File: src/rtl/bcd_hex_counter_n_pkg.sv
// Shared digit constants and the per-mode digit maximum for the BCD/hex counter.
package bcd_hex_counter_n_pkg;

   localparam int         DIGIT_W = 4;
   localparam logic [3:0] HEX_MAX = 4'hF;
   localparam logic [3:0] BCD_MAX = 4'h9;

   function automatic logic [DIGIT_W-1:0] digit_max(input logic bcd);
      return bcd ? BCD_MAX : HEX_MAX;
   endfunction

endpackage

File: src/rtl/bcd_hex_counter_n_digit.sv
// One 4-bit counter digit: steps when its carry-in is set and reports carry-out
// when it is at max (counting up) or at zero (counting down).
module bcd_hex_counter_n_digit
   import bcd_hex_counter_n_pkg::*;
(
   input  logic               clock,
   input  logic               reset,
   input  logic               i_cin,
   input  logic               i_step,
   input  logic               i_up,
   input  logic               i_bcd,
   input  logic               i_clear,
   input  logic               i_load,
   input  logic [DIGIT_W-1:0] i_load_d,
   output logic [DIGIT_W-1:0] o_digit,
   output logic               o_cout
);

   logic [DIGIT_W-1:0] r_digit;
   logic [DIGIT_W-1:0] w_max;
   logic [DIGIT_W-1:0] w_down_base;
   logic [DIGIT_W-1:0] w_next;
   logic               w_at_top;
   logic               w_at_zero;

   assign w_max     = digit_max(i_bcd);
   // Loaded BCD values above 9 count as max so they roll over like a 9.
   assign w_at_top  = (r_digit >= w_max);
   assign w_at_zero = (r_digit == '0);
   assign o_cout    = i_cin & (i_up ? w_at_top : w_at_zero);
   assign o_digit   = r_digit;

   assign w_down_base = (i_bcd && r_digit > BCD_MAX) ? BCD_MAX : r_digit;

   always_comb begin
      // NOTE: default assignment first so no path leaves w_next unassigned (no latch).
      w_next = r_digit;
      if (i_up)
         w_next = w_at_top ? '0 : r_digit + 4'd1;
      else
         w_next = w_at_zero ? w_max : w_down_base - 4'd1;
   end

   // NOTE: sequential state uses non-blocking assignments only.
   always_ff @(posedge clock or negedge reset) begin
      if (!reset)
         r_digit <= '0;
      else if (i_clear)
         r_digit <= '0;
      else if (i_load)
         r_digit <= i_load_d;
      else if (i_step && i_cin)
         r_digit <= w_next;
   end

endmodule

File: src/rtl/bcd_hex_counter_n.sv
// Multi-digit BCD/hex up/down counter with load, clear, wrap/saturate policy,
// a one-cycle terminal-count pulse and a sticky overflow flag.
module bcd_hex_counter_n
   import bcd_hex_counter_n_pkg::*;
#(
   parameter int DIGITS   = 4,
   parameter int SATURATE = 0
) (
   input  logic                    clock,
   input  logic                    reset,
   input  logic                    enable,
   input  logic                    up,
   input  logic                    bcd,
   input  logic                    clear,
   input  logic                    load,
   input  logic [DIGIT_W*DIGITS-1:0] load_value,
   output logic [DIGIT_W*DIGITS-1:0] count,
   output logic                    tc,
   output logic                    ovf
);

   logic [DIGITS:0] w_carry;
   logic            w_step;
   logic            w_term;
   logic            w_advance;
   logic            r_tc;
   logic            r_ovf;

   // Digit 0 always has carry-in; the last carry-out means every digit is terminal.
   assign w_carry[0] = 1'b1;
   assign w_term     = w_carry[DIGITS];
   assign w_step     = enable & ~clear & ~load;
   assign w_advance  = w_step & ~((SATURATE != 0) & w_term);

   for (genvar g = 0; g < DIGITS; g++) begin : g_digit
      bcd_hex_counter_n_digit u_digit (
         .clock    (clock),
         .reset    (reset),
         .i_cin    (w_carry[g]),
         .i_step   (w_advance),
         .i_up     (up),
         .i_bcd    (bcd),
         .i_clear  (clear),
         .i_load   (load),
         .i_load_d (load_value[DIGIT_W*g +: DIGIT_W]),
         .o_digit  (count[DIGIT_W*g +: DIGIT_W]),
         .o_cout   (w_carry[g+1])
      );
   end

   always_ff @(posedge clock or negedge reset) begin
      if (!reset) begin
         r_tc  <= 1'b0;
         r_ovf <= 1'b0;
      end else if (clear) begin
         r_tc  <= 1'b0;
         r_ovf <= 1'b0;
      end else if (load) begin
         r_tc  <= 1'b0;
      end else begin
         r_tc <= w_step & w_term;
         if (w_step && w_term)
            r_ovf <= 1'b1;
      end
   end

   assign tc  = r_tc;
   assign ovf = r_ovf;

endmodule

File: config.mk
export PLATFORM = sky130hd
export DESIGN_NAME = bcd_hex_counter_n
export DESIGN_NICKNAME = d
export VERILOG_FILES = /design/src/rtl/bcd_hex_counter_n_pkg.sv /design/src/rtl/bcd_hex_counter_n_digit.sv /design/src/rtl/bcd_hex_counter_n.sv
export SDC_FILE = /design/constraint.sdc
export NUM_CORES = 1
export LEC_CHECK = 0
export CORE_AREA = 2 2 68 70
export DETAILED_ROUTE_END_ITERATION = 7
export DIE_AREA = 0 0 70 72
export GPL_ROUTABILITY_DRIVEN = 0
export PLACE_DENSITY = 0.81
export SLEW_MARGIN = 30
export SYNTH_ARGS = -nofsm -noshare
export SYNTH_HDL_FRONTEND = slang
export SYNTH_SLANG_ARGS = --single-unit
File: constraint.sdc
create_clock -name clock -period 2.4 [get_ports clock]
set_clock_uncertainty 0.05 [all_clocks]
set_input_delay 0.36 -clock clock [delete_from_list [all_inputs] [get_ports clock]]
set_output_delay 0.36 -clock clock [all_outputs]
set_load 0.05 [all_outputs]
==> impl_metrics.csv, run 1 <==
group,metric,value,unit
logic_synthesis,yosysTopAreaCell,"dfrtp_1",
placement,postPlaceCellArea,2813,sq um
clocking,cts_buffer_depth,2,
die,die_area,5040,sq um
route,routed_via_density,6.604,
route,wl_per_cell,17.35,microns
route,vias,2516,
placement,io_buffers,40,
die,core_area,4264,sq um
logic_synthesis,synthCells,274,
cells_and_area,ff_latch_area,452.9,sq um
timing,timing.fmax,0.4295,GHz
timing,slew_viol_final,0,
setup_path,crit_path_max_fanout,10,
die,initial_core_util,53.26,%
setup_path,worstPathCellList,"clkdlybuf4s50_1, buf_6, ha_1, a211oi_2, buf_4, nor2_1, a2111oi_1, o21bai_1, o21ai_1",
clocking,postCtsHoldBufs,0,
grt,grt_pass1_wl,10560,microns
logic_synthesis,synth_nets,317,
route,drt_iter0_drc,309,
placement,post-dp-hpwl,4832,microns
route,wirelength,6612,microns
logic_synthesis,synthTopCellsByArea,"dfrtp_1 20%, ha_1 11%, nor2_1 4.1%",
die,fp.dieW,70,microns
timing,setup_slack,0.07152,ns
clocking,cts_buffers,3,
clocking,cts.clk_slew.worst_paths,0.08,ns
setup_path,crit_path_end_kind,"flip-flop",
setup_path,cpMaxStageDelayCell,"a2111oi_1",
run,drv_cap,0,
timing,fin_crit_sh,97.02,%
clocking,cts.sinks,18,
grt,grt_use_total,25.62,%
logic_synthesis,synth_flop_cell,"dfrtp_1",
clocking,cts_root_buf,"clkbuf_8",
clocking,cts_max_level,1,
route,dr.pass1.iters,5,
logic_synthesis,synth-seq-cells,18,
placement,dp_slack,-0.2127,ns
setup_path,worstPathRequired,2.53,ns
logic_synthesis,yosysSeqAreaShare,19.83,%
timing,hold_viol_final,0,
outcome,status,"finished, final reports clean",
setup_path,worstSetupStartpointType,"primary input",
pwr,max-vdd-ir-drop,0.0002232,V
timing,worst_pin_slew,0.5496,ns
cells_and_area,antennaDiodeCount,0,
route,drc,0,
die,pin_count,41,
clocking,clkLatencyLatePin,0.27,ns
grt,grt_pass1_vias,2298,
pwr,p_per_area,433.2,nW/um^2
logic_synthesis,async_flop_share,100.0,%
cells_and_area,final_cell_mix,"40 x clkdlybuf4s50_1, 32 x buf_4, 25 x nor2_1",
die,die_y,72,microns
logic_synthesis,ys_types,76,
pwr,leakagePower,1.231,nW
grt,antenna_found_initial,0,
grt,gr-total-overflow,0,
logic_synthesis,synth_edf_count,0,
min_path,hp-class,"in -> async",
timing,grt_setup_unrepaired,"false",
logic_synthesis,synth.avg_cell_area,8.288,sq um
timing,slew_headroom,63.25,%
setup_path,worst_ep_arrival_time,2.46,ns
grt,grt_max_degree,17,
cells_and_area,n_fill_cell,356,
cells_and_area,multiInputGateArea,1640,sq um
route,detail-route-antenna-nets,0,
cells_and_area,fin_nets,373,
die,num_rows,24,
cells_and_area,layout.cells.most_common,"clkdlybuf4s50_1",
setup_path,max_stage_delay,0.51,ns
logic_synthesis,synth_area,2271,sq um
cells_and_area,final_area,2912,sq um
logic_synthesis,synth_top_area_share,19.83,%
cells_and_area,drive_gt1_share,18.54,%
cells_and_area,area_delta_synth_final,28.21,%
timing,setup_viol,0,
setup_path,crit_type,"in -> reg",
clocking,cts_tree,"built",
timing,min_period,2.328,ns
logic_synthesis,ys_warn_count,0,
-- cell usage after synthesis, types with 3 or more instances --
master / instances
nor2_1: 25
ha_1: 20
dfrtp_1: 18
o21ai_0: 17
nand2_1: 14
a21oi_1: 13
inv_1: 11
nor3_1: 8
clkbuf_1: 7
nand3_1: 7
xnor2_1: 6
a211oi_1: 5
a31oi_1: 5
buf_2: 5
buf_6: 5
o211ai_1: 5
o21ai_1: 5
a21o_1: 4
a311oi_1: 4
a32oi_1: 3
and2_1: 3
buf_4: 3
inv_2: 3
nand2b_1: 3
or3_1: 3
xor2_1: 3
-- sequential cells by signal, indices dropped and copies added (netlist names) --
signal / cells
g_digit.u_digit.o_digit: 16
ovf: 1
tc: 1
-- power breakdown --
| group | internal [mW] | switching (mW) |
|---|---|---|
| sequential | 0.327 | 0.0482 |
| clock | 0.119 | 0.119 |
| combinational | 0.280 | 0.368 |
| total | 0.725 | 0.536 |
-- stage by stage --
stage          instances  hold slack (ns)  utilization, %  power, mW  TNS, ns
6_report             381           0.3903           68.28      1.261        0
5_1_grt              381           0.4403           68.28      1.325        0
4_1_cts              379           0.4104           67.02      1.234        0
3_5_place_dp         375           0.4284           65.96     0.9972   -2.011
3_3_place_gp         375           0.4232           65.96     0.9839   -1.366
2_1_floorplan        274          0.01441               -     0.7931        0
-- repair_timing --
item / 4_1_cts / 5_1_grt
gates resized for setup: 0 / 9
endpoints found under the hold margin: 0 / 0
endpoints found under the setup margin: 0 / 10
setup buffers: 0 / 1
-- cells by family after synthesis --
family	synth area share [%]
flops	19.83
buf+inv	9.807
fa+ha+maj	11.02
mux	1.377
compound gates	34.33
simple gates	20.17
xor+xnor	3.471
-- layout make-up --
cell class	count	share of cell area [%]
Multi-Input combinational cell	219	56.34
Timing Repair Buffer	73	22.39
Sequential cell	18	15.56
Tap cell	52	2.235
Inverter	15	1.934
Clock buffer	4	1.547
-- metal layers --
layer  track usage, %  vias to the layer above  share of wire [%]
li1                 -                     1159                  -
met1            35.47                     1176                 43
met2            41.69                      152                 47
met3            3.194                       29                8.3
met4            8.761                        0                2.3
met5                0                        -                  0
-- path summary, 6_finish.rpt --
path                                                     from                       endpoint  slack (ns)  cells after the start
worst max-delay path                                      bcd  g_digit[3].u_digit.o_digit[0]        0.07                      9
worst min-delay path                                    reset  g_digit[0].u_digit.o_digit[1]        0.39                      1
worst max register to register  g_digit[0].u_digit.o_digit[0]  g_digit[2].u_digit.o_digit[0]        0.12                      7
worst min register to register                            ovf                            ovf        0.44                      1
max in group asynchronous                               reset  g_digit[3].u_digit.o_digit[3]        1.36                      2
min in group clock                                        ovf                            ovf        0.44                      1
-- worst max-delay path: cells and delay by family --
family | cells | cell delay (ns)
buffers and inverters | 3 | 0.78
and+or+nand+nor | 1 | 0.08
AOI/OAI and AO/OA | 4 | 0.98
adders and majority gates | 1 | 0.25
Note: power is estimated with default switching activity, not from simulation.
==> run 2, diff against run 1 <==
--- a/config.mk
+++ b/config.mk
@@ -9,7 +9,7 @@
 export DETAILED_ROUTE_END_ITERATION = 7
 export DIE_AREA = 0 0 70 72
 export GPL_ROUTABILITY_DRIVEN = 0
-export PLACE_DENSITY = 0.81
+export PLACE_DENSITY_LB_ADDON = 0.15
 export SLEW_MARGIN = 30
 export SYNTH_ARGS = -nofsm -noshare
 export SYNTH_HDL_FRONTEND = slang
==> impl_metrics.csv, run 2 (synthesis results as in run 1) <==
group,metric,value,unit
outcome,status,"finished, final reports clean",
die,die_y,72,microns
die,fp.dieW,70,microns
pwr,p_per_area,436.4,nW/um^2
run,drv_cap,0,
route,wl_per_cell,16.42,microns
die,die_area,5040,sq um
setup_path,path_delay_family,"compound AO/OA/AOI/OAI gates",
setup_path,crit_path_max_fanout,9,
die,pin_count,41,
clocking,cts_root_buf,"clkbuf_8",
min_path,hp-class,"in -> async",
timing,min_period,2.284,ns
placement,io_buffers,40,
pwr,leakagePower,1.278,nW
timing,slew_viol_final,0,
setup_path,worstSetupStartpointType,"primary input",
grt,antenna_found_initial,0,
setup_path,cpMaxStageDelayCell,"clkdlybuf4s50_1",
clocking,cts.clk_slew.worst_paths,0.09,ns
clocking,cts.sinks,18,
cells_and_area,area_delta_synth_final,31.51,%
die,initial_core_util,53.26,%
clocking,cts_max_level,1,
setup_path,crit_type,"in -> reg",
clocking,clkLatencyLatePin,0.27,ns
timing,slew_headroom,66.38,%
timing,tns,0,ns
timing,fin_crit_sh,95.15,%
cells_and_area,final_cell_mix,"40 x clkdlybuf4s50_1, 39 x buf_4, 25 x nor2_1",
cells_and_area,fin_nets,380,
route,dr.pass1.iters,4,
route,vias,2405,
setup_path,reg2reg_slack,0.15,ns
setup_path,reg2reg_from,"g_digit[0].u_digit.o_digit[1]",
placement,post-dp-hpwl,4680,microns
timing,worst_pin_slew,0.5027,ns
grt,grt_pass1_wl,10650,microns
die,core_area,4264,sq um
route,drc,0,
clocking,cts_tree,"built",
grt,gr-total-overflow,0,
clocking,cts_buffers,3,
clocking,postCtsHoldBufs,0,
pwr,max-vdd-ir-drop,0.0002342,V
setup_path,max_stage_delay,0.42,ns
grt,grt_pass1_vias,2224,
timing,timing.fmax,0.4379,GHz
setup_path,r2r_cells,7,
route,routed_via_density,6.198,
setup_path,critPathBufInv,2,
setup_path,reg2reg_to,"g_digit[2].u_digit.o_digit[1]",
die,num_rows,24,
setup_path,worst_ep_arrival_time,2.40,ns
setup_path,crit_path_end_kind,"flip-flop",
route,drt_iter0_drc,316,
cells_and_area,antennaDiodeCount,0,
pwr,power,1.303,mW
cells_and_area,largest_reg_flops,16,
timing,setup_viol,0,
cells_and_area,n_fill_cell,359,
cells_and_area,layout.cells.most_common,"clkdlybuf4s50_1",
timing,grt_setup_unrepaired,"false",
route,detail-route-antenna-nets,0,
cells_and_area,drive_gt1_share,20.83,%
setup_path,worstPathCellList,"clkdlybuf4s50_1, buf_6, ha_1, a211oi_2, nor3_4, or2_1, o311a_1, o311a_1",
grt,grt_use_total,25.91,%
setup_path,worstPathRequired,2.51,ns
setup_path,cp_common_cell,"o311a_1",
timing,timing.hold.ws,0.2944,ns
clocking,cts_buffer_depth,2,
timing,hold_viol_final,0,
route,wirelength,6371,microns
grt,grt_max_degree,16,
run 2: changes by cell type in the layout (fill, tap and decap cells not counted), sizes merged:
cell	before	now
buf	33	40
run 2: worst max-delay path by stage:
stage	startpoint	to	slack, ns	cells after the start
6_report	bcd	g_digit[1].u_digit.o_digit[0]	0.12	8
4_1_cts	bcd	g_digit[3].u_digit.o_digit[1]	0.01	8
5_1_grt	bcd	g_digit[1].u_digit.o_digit[2]	0.02	9
2_1_floorplan	g_digit[1].u_digit.o_digit[0]	g_digit[3].u_digit.o_digit[1]	0.007	8
3_5_place_dp	bcd	g_digit[3].u_digit.o_digit[1]	-0.25	8
3_3_place_gp	bcd	g_digit[3].u_digit.o_digit[0]	-0.18	8
run 2: final cells by class:
type                       instances  area, sq um  area share [%]
clock buffer                       4        55.05           1.843
inverter                          15        56.30           1.885
sequential                        18        452.9           15.17
timing repair buffer              80        704.4           23.59
tap                               52        65.06           2.178
multi-input combinational        219         1653           55.34
run 2: timing repair:
item                                    4_1_cts  5_1_grt
buffers inserted                              0        3
endpoints found under the setup margin        0        9
gates resized for setup                       0       12
run 2: routing by layer:
metal  GRT usage, %  part of all wire, %  wire (microns)  vias to the layer above
li1               -                    -               -                     1169
met1          35.26                   45            2846                     1135
met2          43.60                   47            3026                       90
met3          2.500                  6.2             398                       11
met4          8.547                  1.6             100                        0
met5              0                    0               0                        -
run 2: metrics by stage:
stage          util [%]  setup WS [ns]  instance area, sq um  std cells
2_1_floorplan         -       0.007473                  2273        274
3_3_place_gp      66.84        -0.1825                  2850        380
3_5_place_dp      66.84        -0.2468                  2850        380
4_1_cts           68.13        0.01201                  2905        384
5_1_grt           70.04        0.01638                  2987        388
6_report          70.04         0.1164                  2987        388
run 2: report_power, final:
part | switching (mW) | internal [mW]
sequential | 0.0405 | 0.327
clock | 0.136 | 0.147
combinational | 0.367 | 0.286
total | 0.544 | 0.760
